===== src/rtl/adder_bist_pkg.sv =====
// Shared types and constants for the adder self-test block: FSM encoding,
// operand vector layout, LFSR feedback mask, the four corner vectors and
// the "no error yet" marker.
package adder_bist_pkg;

    typedef enum logic [1:0] {
        ST_IDLE  = 2'd0,
        ST_RUN   = 2'd1,
        ST_DRAIN = 2'd2,
        ST_DONE  = 2'd3
    } state_e;

    // One operand set as driven onto the adder under test.
    typedef struct packed {
        logic [63:0] a;
        logic [63:0] b;
        logic        cin;
    } vec_t;

    // One entry of the golden compare pipeline.
    typedef struct packed {
        logic        vld;
        logic [15:0] idx;
        logic [64:0] sum;   // {cout, sum}
    } gold_t;

    // Galois feedback mask for x^64 + x^63 + x^61 + x^60 + 1 (right shifting).
    localparam logic [63:0] LFSR_TAPS = 64'hD800_0000_0000_0000;

    // Corner vectors: full carry ripple, alternating bits with carry-in,
    // maximal operands, and all zero.
    localparam vec_t CORNER_0 = '{a: 64'hFFFF_FFFF_FFFF_FFFF, b: 64'h0000_0000_0000_0000, cin: 1'b1};
    localparam vec_t CORNER_1 = '{a: 64'h5555_5555_5555_5555, b: 64'hAAAA_AAAA_AAAA_AAAA, cin: 1'b1};
    localparam vec_t CORNER_2 = '{a: 64'hFFFF_FFFF_FFFF_FFFF, b: 64'hFFFF_FFFF_FFFF_FFFF, cin: 1'b1};
    localparam vec_t CORNER_3 = '{a: 64'h0000_0000_0000_0000, b: 64'h0000_0000_0000_0000, cin: 1'b0};

    localparam logic [15:0] ERR_NONE = 16'hFFFF;

    // Next state of the right-shifting Galois LFSR.
    function automatic logic [63:0] lfsr_next(input logic [63:0] s);
        logic [63:0] n;
        n = s >> 1;
        if (s[0]) begin
            n = n ^ LFSR_TAPS;
        end
        return n;
    endfunction

    // Reference result {cout, sum} = a + b + cin, unsigned.
    function automatic logic [64:0] golden_sum(input vec_t v);
        return {1'b0, v.a} + {1'b0, v.b} + {64'd0, v.cin};
    endfunction

endpackage


===== src/rtl/lfsr64_galois.sv =====
// 64-bit Galois LFSR with synchronous seed load and step enable.
// Load has priority over advance.
module lfsr64_galois
    import adder_bist_pkg::*;
#(
    parameter logic [63:0] RESET_SEED = 64'h0000_0000_0000_0001
) (
    input  logic        clk,
    input  logic        rst_n,
    input  logic        load,
    input  logic [63:0] seed,
    input  logic        advance,
    output logic [63:0] state
);

    logic [63:0] state_q;

    // LFSR register: reload on request, otherwise step when told to.
    // NOTE: sequential state uses non-blocking assignments only, so every
    // flop samples its inputs from the same edge regardless of block order.
    always_ff @(posedge clk or negedge rst_n) begin
        if (!rst_n) begin
            state_q <= RESET_SEED;
        end else if (load) begin
            state_q <= seed;
        end else if (advance) begin
            state_q <= lfsr_next(state_q);
        end
    end

    assign state = state_q;

endmodule


===== src/rtl/adder_bist.sv =====
// Self-test stage for the 64-bit adder timing wrapper. Issues four corner
// vectors followed by LFSR vectors, delays a golden sum to line up with the
// adder latency, and accumulates error count, first failing index and pass.
module adder_bist
    import adder_bist_pkg::*;
#(
    parameter int unsigned NUM_VECTORS = 1024,
    parameter int unsigned DUT_LATENCY = 2,
    parameter logic [63:0] SEED_A      = 64'h0123_4567_89AB_CDEF,
    parameter logic [63:0] SEED_B      = 64'hFEDC_BA98_7654_3210
) (
    input  logic        clk,
    input  logic        rst_n,
    input  logic        start,
    output logic [63:0] a_out,
    output logic [63:0] b_out,
    output logic        cin_out,
    input  logic [63:0] dut_sum,
    input  logic        dut_cout,
    output logic        busy,
    output logic        done,
    output logic        pass,
    output logic [15:0] err_count,
    output logic [15:0] first_err_idx
);

    if (NUM_VECTORS < 4 || NUM_VECTORS > 65535) begin : g_bad_num_vectors
        $error("adder_bist: NUM_VECTORS must be within 4..65535");
    end
    if (DUT_LATENCY < 1 || DUT_LATENCY > 8) begin : g_bad_latency
        $error("adder_bist: DUT_LATENCY must be within 1..8");
    end
    if (SEED_A == 64'd0 || SEED_B == 64'd0) begin : g_bad_seed
        $error("adder_bist: LFSR seeds must be nonzero");
    end

    localparam logic [15:0] LAST_IDX   = 16'(NUM_VECTORS - 1);
    localparam logic [3:0]  DRAIN_LAST = 4'(DUT_LATENCY - 1);

    state_e      state_q, state_d;
    logic [15:0] k_q, k_d;          // index of the vector currently on a_out/b_out
    logic [3:0]  drain_q, drain_d;  // cycles spent in DRAIN
    vec_t        vec_q, vec_d;
    logic [15:0] err_q, first_q;

    logic        run_start;
    logic        last_vec;
    logic        lfsr_adv;
    logic [63:0] lfsr_a, lfsr_b;

    gold_t       pipe_q [DUT_LATENCY];
    gold_t       push;
    gold_t       head;
    logic        mismatch;

    // A run begins from IDLE or DONE; start is ignored while busy.
    assign run_start = start && (state_q == ST_IDLE || state_q == ST_DONE);
    assign last_vec  = (k_q == LAST_IDX);

    lfsr64_galois #(.RESET_SEED(SEED_A)) u_lfsr_a (
        .clk     (clk),
        .rst_n   (rst_n),
        .load    (run_start),
        .seed    (SEED_A),
        .advance (lfsr_adv),
        .state   (lfsr_a)
    );

    lfsr64_galois #(.RESET_SEED(SEED_B)) u_lfsr_b (
        .clk     (clk),
        .rst_n   (rst_n),
        .load    (run_start),
        .seed    (SEED_B),
        .advance (lfsr_adv),
        .state   (lfsr_b)
    );

    // FSM state register.
    always_ff @(posedge clk or negedge rst_n) begin
        if (!rst_n) begin
            state_q <= ST_IDLE;
        end else begin
            state_q <= state_d;
        end
    end

    // FSM next-state: RUN for NUM_VECTORS cycles, DRAIN for DUT_LATENCY cycles.
    // NOTE: every combinational output gets a default before the case so no
    // path leaves it unassigned, which would otherwise infer a latch.
    always_comb begin
        state_d = state_q;
        unique case (state_q)
            ST_IDLE,
            ST_DONE:  if (start)                   state_d = ST_RUN;
            ST_RUN:   if (last_vec)                state_d = ST_DRAIN;
            ST_DRAIN: if (drain_q == DRAIN_LAST)   state_d = ST_DONE;
            default:                               state_d = ST_IDLE;
        endcase
    end

    // FSM outputs: status flags decoded from state; pass needs a clean run.
    always_comb begin
        busy = (state_q == ST_RUN) || (state_q == ST_DRAIN);
        done = (state_q == ST_DONE);
        pass = (state_q == ST_DONE) && (err_q == 16'd0);
    end

    // Vector issue: the start edge loads vector 0, each RUN cycle loads the
    // next one until the last is on the bus, then the bus holds through DRAIN.
    always_comb begin
        k_d      = k_q;
        vec_d    = vec_q;
        drain_d  = drain_q;
        lfsr_adv = 1'b0;
        if (run_start) begin
            k_d     = 16'd0;
            vec_d   = CORNER_0;
            drain_d = 4'd0;
        end else if (state_q == ST_RUN && !last_vec) begin
            k_d = k_q + 16'd1;
            unique case (k_d)
                16'd1:   vec_d = CORNER_1;
                16'd2:   vec_d = CORNER_2;
                16'd3:   vec_d = CORNER_3;
                default: begin
                    // Random vectors consume the current LFSR state and step it.
                    vec_d    = '{a: lfsr_a, b: lfsr_b, cin: lfsr_a[63] ^ lfsr_b[0]};
                    lfsr_adv = 1'b1;
                end
            endcase
        end else if (state_q == ST_DRAIN) begin
            drain_d = drain_q + 4'd1;
        end
    end

    // Vector, index and drain counter registers.
    always_ff @(posedge clk or negedge rst_n) begin
        if (!rst_n) begin
            k_q     <= 16'd0;
            drain_q <= 4'd0;
            vec_q   <= '0;
        end else begin
            k_q     <= k_d;
            drain_q <= drain_d;
            vec_q   <= vec_d;
        end
    end

    assign a_out   = vec_q.a;
    assign b_out   = vec_q.b;
    assign cin_out = vec_q.cin;

    // The golden entry is taken from the registered bus, so its delay through
    // DUT_LATENCY stages matches the adder's delay from a_out to dut_sum.
    assign push = '{vld: (state_q == ST_RUN), idx: k_q, sum: golden_sum(vec_q)};

    // Golden compare pipeline; cleared on reset and at run start.
    // NOTE: this storage is only DUT_LATENCY entries deep, so it is fully
    // reset; that guarantees no stale valid bit can raise a false compare.
    always_ff @(posedge clk or negedge rst_n) begin
        if (!rst_n) begin
            for (int i = 0; i < DUT_LATENCY; i++) begin
                pipe_q[i] <= '0;
            end
        end else if (run_start) begin
            for (int i = 0; i < DUT_LATENCY; i++) begin
                pipe_q[i] <= '0;
            end
        end else begin
            pipe_q[0] <= push;
            for (int i = 1; i < DUT_LATENCY; i++) begin
                pipe_q[i] <= pipe_q[i-1];
            end
        end
    end

    assign head     = pipe_q[DUT_LATENCY-1];
    assign mismatch = head.vld && ({dut_cout, dut_sum} != head.sum);

    // Error accounting: saturating count and index of the first mismatch.
    always_ff @(posedge clk or negedge rst_n) begin
        if (!rst_n) begin
            err_q   <= 16'd0;
            first_q <= ERR_NONE;
        end else if (run_start) begin
            err_q   <= 16'd0;
            first_q <= ERR_NONE;
        end else if (mismatch) begin
            if (err_q != 16'hFFFF) begin
                err_q <= err_q + 16'd1;
            end
            if (first_q == ERR_NONE) begin
                first_q <= head.idx;
            end
        end
    end

    assign err_count     = err_q;
    assign first_err_idx = first_q;

endmodule


===== config.mk =====
export PLATFORM = sky130hd
export DESIGN_NAME = adder_bist
export DESIGN_NICKNAME = d
export VERILOG_FILES = /design/src/rtl/adder_bist_pkg.sv /design/src/rtl/lfsr64_galois.sv /design/src/rtl/adder_bist.sv
export SDC_FILE = /design/constraint.sdc
export NUM_CORES = 1
export LEC_CHECK = 0
export ABC_AREA = 1
export CORE_AREA = 2 2 254 256
export DETAILED_ROUTE_END_ITERATION = 6
export DIE_AREA = 0 0 256 258
export DONT_BUFFER_PORTS = 1
export GPL_TIMING_DRIVEN = 1
export PLACE_DENSITY_LB_ADDON = 0.25
export SLEW_MARGIN = 10
export SYNTH_ARGS = -nofsm -noshare
export SYNTH_HDL_FRONTEND = slang
export SYNTH_SLANG_ARGS = --single-unit

===== constraint.sdc =====
create_clock -name clk -period 3.2 [get_ports clk]
set_input_delay 0.48 -clock clk [delete_from_list [all_inputs] [get_ports clk]]
set_output_delay 0.48 -clock clk [all_outputs]
set_load 0.01 [all_outputs]

; ---- Yosys cells after proc, flatten, opt, wreduce, memory -nomap -nowiden
; Cells that the tools add are included.
[word_totals]
register_bits = 475
input_bits = 68
out_inout_bits = 164
elab_cells = 88
[op_classes]
n_addsub = 5
eq_ne = 15
muxes = 28
bitwise = 3
n_reduce_logical = 21
[op_table]
columns = operator, count
row1 = one-hot mux 129 bit (3 select lines), 1
row2 = 2-to-1 mux 64 bit, 6
row3 = 2-to-1 mux 129 bit, 2
row4 = 2-to-1 mux 164 bit, 1
row5 = 2-to-1 mux 16 bit, 8
row6 = adder 64 x 64 -> 65 bit, 1
row7 = adder 65 x 1 -> 65 bit, 1
row8 = != test 65 bit, 1
row9 = "adder 16 x 1 -> 16 bit, second input constant", 2
row10 = "equality test 16 x 2 -> 1 bit, second input constant", 2
row11 = "equality test 16 x 1 -> 1 bit, second input constant", 1
row12 = "equality test 16 x 10 -> 1 bit, second input constant", 1
row13 = "equality test 16 bit, second input constant", 1
row14 = logical NOT 16 bit, 1
row15 = "!= test 16 bit, second input constant", 1
row16 = 2-to-1 mux 4 bit, 3
row17 = nonzero test 2 bit, 6
row18 = "!= test 2 bit, second input constant", 4
row19 = NOT 3 -> 4 bit, 2
row20 = 2-to-1 mux 2 bit, 3
row21 = one-hot mux 2 bit (3 select lines), 1
row22 = AND reduction 2 bit, 3
row23 = "adder 4 x 1 -> 4 bit, second input constant", 1
row24 = "equality test 2 bit, second input constant", 2
row25 = 11 further kinds, 17

; ---- Logic depth before layout (Yosys ltp)
; Gate-level depths: netlist (run 1).
[logic_depth]
ltp_word = 8
depth_mapped = 19
mapped_depth_nobuf = 19

; ---- Hierarchy
; A second synthesis (run 1) with hierarchy kept.
[hier_totals]
hier_cells = 3406
area_unflattened_um2 = 25430.6
[modules_own_cells]
columns = module, instances, cells_each, area_each_um2, seq_area_each_um2
row1 = adder_bist, 1, 2696, 19632.6, 8703.3
row2 = lfsr64_galois, 2, 355, 2899.0, 1641.6

; ---- Worst setup path after synthesis (run 1)
; Ideal clock, no wire load.
[synth_timing]
path_kind = register to register
from = register vec_q (netlist bit a_out[0])
to = register pipe_q[140] in the netlist's numbering
setup_time_ns = 0.119
t_arrival_ns = 2.324
required_time_ns = 3.081
slack_ns = 0.757
path_stages_with_launch = 16
n_path_buf = 0
period_less_slack_ns = 2.443
path_cell_list = dfrtp_1 inv_1 fa_1 inv_1 fa_1 nand2_1 nand2_1 o21ai_0 o21ai_0 nand2_1 nand2_1 nand3_1 nand2_1 nand3_1 a21oi_1 nor2_1
[synth_between]
elab_chain_len = 3
[synth_lines]
columns = element, line
row1 = start: declaration, adder_bist.sv:43  ; vec_t vec_q, vec_d;
row2 = start signal: assignment, adder_bist.sv:145  ; vec_q <= vec_d;
row3 = adder 64 x 64 -> 65 bit, adder_bist_pkg.sv:51  ; return {1'b0, v.a} + {1'b0, v.b} + {64'd0, v.cin};
row4 = adder 65 x 1 -> 65 bit, adder_bist_pkg.sv:51
row5 = 2-to-1 mux 164 bit, adder_bist.sv:165  ; end else if (run_start) begin
row6 = end signal: indexed assignment, adder_bist.sv:172  ; pipe_q[i] <= pipe_q[i-1];
row7 = end: declaration, adder_bist.sv:51  ; gold_t pipe_q [DUT_LATENCY];
; No other way between the ends.
; A chain may end at the register's enable or synchronous reset.

; ---- Final worst setup path (run 1)
[layout_timing]
from = register vec_q (netlist bit a_out[0])
to = register pipe_q[146] in the netlist's numbering
; The elaborated chain is that of the path after synthesis.

==> impl_metrics.json, run 1 <==
{
  "die_h_um": 258,
  "setup_viol": 0,
  "dpl.hpwl_um": 57700,
  "min_path_type": "in -> async",
  "cpPeakStageDelay_ns": 0.46,
  "wl_met1_um": 36700,
  "cpMaxStageDelayCell": "dfrtp_1",
  "synth_fp_nets": 3367,
  "synth.avg_cell_area_sq_um": 7.79,
  "synth_area_leaders": "dfrtp_1, nand2_1, nand3_1",
  "synthMostInstantiatedCell": "nand2_1",
  "synthesis.area_sq_mm": 0.0251,
  "synth_edf_count": 0,
  "fin_skew_ns": 0.0220,
  "outcome": "finished with violations",
  "synthArstFlopShare_pct": 100,
  "vias": 21361,
  "wl_met3_um": 6880,
  "finalMaxSlewViolations": 0,
  "cts_buffers": 52,
  "ant_nets": 0,
  "place.port_buffers": 0,
  "drive_gt1_share_pct": 8.52,
  "leakage_nw": 13.7,
  "grt_pass1_wl_um": 124000,
  "finalCritPeriodShare_pct": 91.6,
  "rsz0062_at_grt": "false",
  "cp_top_family": "simple AND/OR/NAND/NOR gates",
  "timing.fmax_mhz": 341,
  "tns_ns": 0,
  "area_growth_pct": 10.5,
  "wirelength_um": 81000,
  "path_common_cell": "nand2_1",
  "hold_viol_final": 397,
  "post-place-ws_ns": 0.195,
  "grt_util_all_layers_pct": 24.2,
  "fin_crit_ns": 2.93,
  "crit_buf_inv": 4,
  "violations": "hold timing",
  "yosysWarnings": 0,
  "cts.htree.levels": 2,
  "cts_root_buf": "clkbuf_16",
  "synth_flop_cell": "dfrtp_1",
  "start_util_pct": 39.4,
  "synth_top_cell_area_share_pct": 39.4,
  "cts_tree": "built",
  "path_max_fanout": 5,
  "clk_pin_slew_worst_paths_ns": 0.06,
  "slew_headroom_pct": 11.2,
  "cts.sinks": 475,
  "p_per_area_mw_per_mm2": 1270,
  "maxCapViolCount": 0,
  "final_cells": 4071,
  "grt_remaining_overflow": 0,
  "dp_cells": 3974,
  "p_total_w": 0.0354,
  "drt-initial-drc-count": 2073,
  "route.detailed.drc": 0,
  "avgRoutedWirePerCell_um": 19.9,
  "grt_start_max_net_pins": 476,
  "worst_skew_pair.late_latency_ns": 0.62,
  "clk_path_buf_depth": 3,
  "place.gp.congestion": 0.922,
  "rows": 93,
  "yosysUniqueCellTypes": 46,
  "die_w_um": 256,
  "r2r_setup_slack_ns": 0.27,
  "dieArea_sq_mm": 0.0660,
  "crit_path_end_kind": "flop",
  "hold_slack_ns": -0.354,
  "worstSetupStartpointType": "flop",
  "crit_chain": "inv_1, fa_1, inv_1, fa_1, nand2_1, nand2_1, o21ai_0, inv_1, nand2_1, nand2_1, inv_1, o21bai_1, nand3_1, nand2_1, nand2_1, a21oi_1",
  "worstPathRequired_ns": 3.70,
  "utilization_pct": 43.6,
  "coreArea_sq_mm": 0.0636,
  "drt-vias-per-instance": 5.25,
  "worstMarginPinSlew_ns": 1.33,
  "seq_area_frac_synth_pct": 47.7,
  "grt_pass1_vias": 20067,
  "antenna_found_initial": 0,
  "dr.pass1.iters": 6,
  "nets": 3318,
  "synth_area_leader_cell": "dfrtp_1",
  "arrival_ns": 3.43,
  "crit_type": "reg -> reg",
  "worst_slack_ns": 0.268,
  "num_antenna_cells": 0,
  "synthTopCellsByCount": "nand2_1, nor2_1, nand3_1",
  "syn_inst": 3222,
  "highest_layer": "met4",
  "num_io_pins": 232,
  "vdd.ir_drop.worst_mv": 1.28,
  "ys_seq_elements": 475,
  "met2_length_um": 34700
}
## worst paths after layout
| kind | endpoint | start | cells past startpoint |
|---|---|---|---|
| min | u_lfsr_b.state[8]$_DFFE_PN0P_ | rst_n | 0 |
| max reg2reg | pipe_q[146]$_DFF_PN0_ | a_out[0]$_DFFE_PN0P_ | 16 |
| max in group asynchronous | a_out[33]$_DFFE_PN0P_ | rst_n | 0 |
| min reg2reg | head[18]$_DFF_PN0_ | pipe_q[100]$_DFF_PN0_ | 2 |
| max | pipe_q[146]$_DFF_PN0_ | a_out[0]$_DFFE_PN0P_ | 16 |
| min in group clk | state_q[0]$_DFFE_PN0P_ | start | 3 |
## worst register-to-register path, delay by kind of cell, from the launching register on
family          cells  cell delay [ns]
compound gates      3             0.68
flops               1             0.46
fa+ha+maj           2             0.61
buf+inv             4             0.37
simple gates        7             0.73
## layout make-up
cell class	instances	area (sq um)
sequential	475	12000
fill	6472	35900
timing repair buffer	33	402
clock inverter	23	310
multi-input combinational	2297	11300
tap	855	1070
clock buffer	74	1480
inverter	314	1180
## per-stage QoR
step	instance area (sq um)	hold WS, ns
2_1_floorplan	25100	0.184
3_3_place_gp	25900	0.239
3_5_place_dp	25900	0.236
4_1_cts	27700	-0.414
5_1_grt	27700	-0.382
6_report	27700	-0.354
## cell families (layout without fill, tap and decap cells)
family                   count (synthesis)  after routing  share of synthesized area, %
flip-flops                             475            475                          47.7
AND/OR/NAND/NOR                       1760           1760                          30.0
AO/OA/AOI/OAI                          369            369                          7.81
adder cells (fa/ha/maj)                 77             77                          3.90
buffers and inverters                  450            444                          7.39
XOR/XNOR                                91             91                          3.17
## where the power goes
part	leakage (nW)	internal, W	switching (W)
clock	0.889	0.00373	0.00257
combinational	7.01	0.00551	0.0124
sequential	5.80	0.00863	0.00248
total	13.7	0.0179	0.0175
## per-layer routing
layer  GRT usage (%)  vias to the layer above
li1                -                    10268
met1            34.4                    10227
met2            35.5                      739
met3            6.58                      127
met4            8.12                        0
met5               0                        -
## flip-flops by register name, summed over array words and instances, names as in the netlist
signal	cells
drain_q	4
state_q	2
cin_out	1
b_out	64
first_err_idx	16
u_lfsr_a.state	64
err_count	16
a_out	64
pipe_q	82
head	82
u_lfsr_b.state	64
k_q	16
## what timing repair did
item	4_1_cts	5_1_grt
hold endpoints to repair	475	434
setup buffers	0	0
setup endpoints to repair	0	47
resized for setup	0	2
## cell usage in the layout, fill, tap and decap left out, types with 28 or more instances in the layout
master,n
a21oi_1,220
clkbuf_16,52
dfrtp_1,395
dfstp_2,80
ha_1,75
inv_1,307
nand2_1,743
nand3_1,428
nor2_1,450
nor3_1,28
o21ai_0,97
or2_2,45
xnor2_1,48
xor2_1,43
(Power assumes the default switching activity.)
==> inputs of run 2 (changes only) <==
ABC_CLOCK_PERIOD_IN_PS = 3200   (was default)
CORE_AREA = 2 2 358 183   (was 2 2 254 256)
DIE_AREA = 0 0 360 185   (was 0 0 256 258)
==> run 2 against run 1 <==
The flow finishes with violations (hold timing, slew limit). Wire length is 9.5% higher. Die area rose by 0.84%. Sequential cell count unchanged. Clock power fell by 8.3%. Sequential power about the same. Core utilization shrank 0.24 points. Worst hold slack got worse by 0.055 ns. Non-clock buffer count up 20. Critical path depth down 7. Global-route usage increased by 2.4 points. Highest routed layer is now met5.
==> impl_metrics.json, run 2 (same netlist as run 1, synthesis figures left out) <==
{
  "outcome": "finished with violations",
  "violations": "hold timing, slew limit",
  "path_max_fanout": 5,
  "antenna_found_initial": 1,
  "cts.sinks": 475,
  "arrival_ns": 3.54,
  "final_cell_mix": "nand2_1, nor2_1, nand3_1",
  "route.detailed.drc": 0,
  "crit_path_end": "pipe_q[133]$_DFF_PN0_",
  "final_common_cell": "nand2_1",
  "hold_slack_ns": -0.409,
  "r2r-end": "pipe_q[133]$_DFF_PN0_",
  "cts_root_buf": "clkbuf_16",
  "slew_headroom_pct": -60.6,
  "worstMarginPinSlew_ns": 2.41,
  "coreArea_sq_mm": 0.0638,
  "fin_skew_ns": 0.0398,
  "wirelength_um": 88700,
  "r2r_setup_slack_ns": 0.15,
  "comb_power_share_pct": 53.1,
  "p_clk_share_pct": 16.1,
  "p_int_w": 0.0174,
  "swShare_pct": 51.5,
  "ant_nets": 0,
  "cts_setup_buffers": 0,
  "switchingPower_w": 0.0185,
  "setup.worst_path.start": "a_out[18]$_DFFE_PN0P_",
  "nets": 3333,
  "dr.pass1.iters": 5,
  "p_per_area_mw_per_mm2": 1300,
  "crit_path_end_kind": "flop",
  "fin_crit_ns": 3.05,
  "fillers": 6474,
  "drt-vias-per-instance": 5.31,
  "leakage_nw": 13.7,
  "seqPwrFrac_pct": 30.8,
  "clk_path_buf_depth": 3,
  "drt-initial-drc-count": 2704,
  "dp_cells": 3989,
  "num_io_pins": 232,
  "die_w_um": 360,
  "worst_skew_pair.late_latency_ns": 0.63,
  "cts_tree": "built",
  "rows": 66,
  "timing.fmax_mhz": 328,
  "drive_gt1_share_pct": 8.96,
  "worstSetupStartpointType": "flop",
  "grt_remaining_overflow": 0,
  "worstPathRequired_ns": 3.69,
  "cts.htree.levels": 2,
  "utilization_pct": 43.4,
  "vdd.ir_drop.worst_mv": 1.04,
  "reg2reg_from": "a_out[18]$_DFFE_PN0P_",
  "place.port_buffers": 0,
  "finalCritPeriodShare_pct": 95.3,
  "rr_worst_depth": 9,
  "maxCapViolCount": 0,
  "tns_ns": 0,
  "clk_pin_slew_worst_paths_ns": 0.07,
  "avgRoutedWirePerCell_um": 21.8,
  "vias": 21647,
  "finalMaxSlewViolations": 257,
  "min_path_type": "in -> async",
  "die_h_um": 185,
  "seq_area_sq_mm": 0.0120,
  "dieArea_sq_mm": 0.0666,
  "cts_buffers": 47,
  "setup_viol": 0,
  "post-place-ws_ns": 0.314,
  "crit_type": "reg -> reg",
  "start_util_pct": 39.3,
  "final_cells": 4078,
  "place.gp.congestion": 1.01,
  "worst_slack_ns": 0.151,
  "rsz0062_at_grt": "false",
  "area_growth_pct": 10.2,
  "grt_start_max_net_pins": 476,
  "grt_pass1_vias": 19831,
  "hold_viol_final": 237,
  "multiInputGateArea_sq_mm": 0.0113,
  "dpl.hpwl_um": 64400,
  "grt_pass1_wl_um": 133000,
  "grt_util_all_layers_pct": 26.6
}
-- run 2: layout make-up --
type | instances | share of cell area (%)
Sequential cell | 475 | 43.3
Clock inverter | 17 | 0.710
Tap cell | 850 | 3.84
Antenna cell | 1 | 0.00904
Inverter | 314 | 4.28
Clock buffer | 71 | 5.01
Multi-Input combinational cell | 2297 | 40.9
Timing Repair Buffer | 53 | 1.94
-- run 2: worst min path at each step --
stage,startpoint,end,slack [ns]
after floorplan,rst_n,a_out[0]$_DFFE_PN0P_,0.18
after global placement,rst_n,head[0]$_DFF_PN0_,0.21
after detailed placement,rst_n,pipe_q[82]$_DFF_PN0_,0.21
after CTS,rst_n,pipe_q[82]$_DFF_PN0_,-0.48
after global routing,rst_n,pipe_q[82]$_DFF_PN0_,-0.47
final,rst_n,head[78]$_DFF_PN0_,-0.41
-- run 2: power by group through the flow --
stage / sequential, W / combinational [W] / clock, W
after floorplan: 0.0101 / 0.0126 / 0
after global placement: 0.0112 / 0.0185 / 0
after detailed placement: 0.0112 / 0.0185 / 0
after CTS: 0.0111 / 0.0185 / 0.00588
after global routing: 0.0113 / 0.0210 / 0.00614
final: 0.0111 / 0.0191 / 0.00578
-- run 2: routing by layer --
metal  wire (um)  track usage [%]  vias to the layer above
li1            -                -                    10295
met1       43100             41.8                    10286
met2       33100             34.1                      966
met3       10700             8.99                       98
met4        1720             5.70                        2
met5          80            0.871                        -
-- run 2: through the flow --
step | power, W | hold slack, ns | cell area (sq um)
6_report | 0.0359 | -0.409 | 27700
4_1_cts | 0.0355 | -0.477 | 27700
3_5_place_dp | 0.0296 | 0.208 | 26100
2_1_floorplan | 0.0227 | 0.184 | 25100
5_1_grt | 0.0384 | -0.467 | 27700
3_3_place_gp | 0.0297 | 0.208 | 26100
-- run 2: timing repair --
item / CTS / global route
hold endpoints to repair: 475 / 457
gates resized for setup: 0 / 4
endpoints found under the setup margin: 0 / 6
-- run 2: worst max-delay path: stages, from the launching register on --
cell	delay, ns
dfrtp_1	0.50
ha_1	0.40
a21oi_1	0.29
o21ai_0	0.26
a21oi_1	0.47
nand2_1	0.42
a21oi_1	0.38
nand2_1	0.09
nand2_1	0.06
nor2_1	0.04
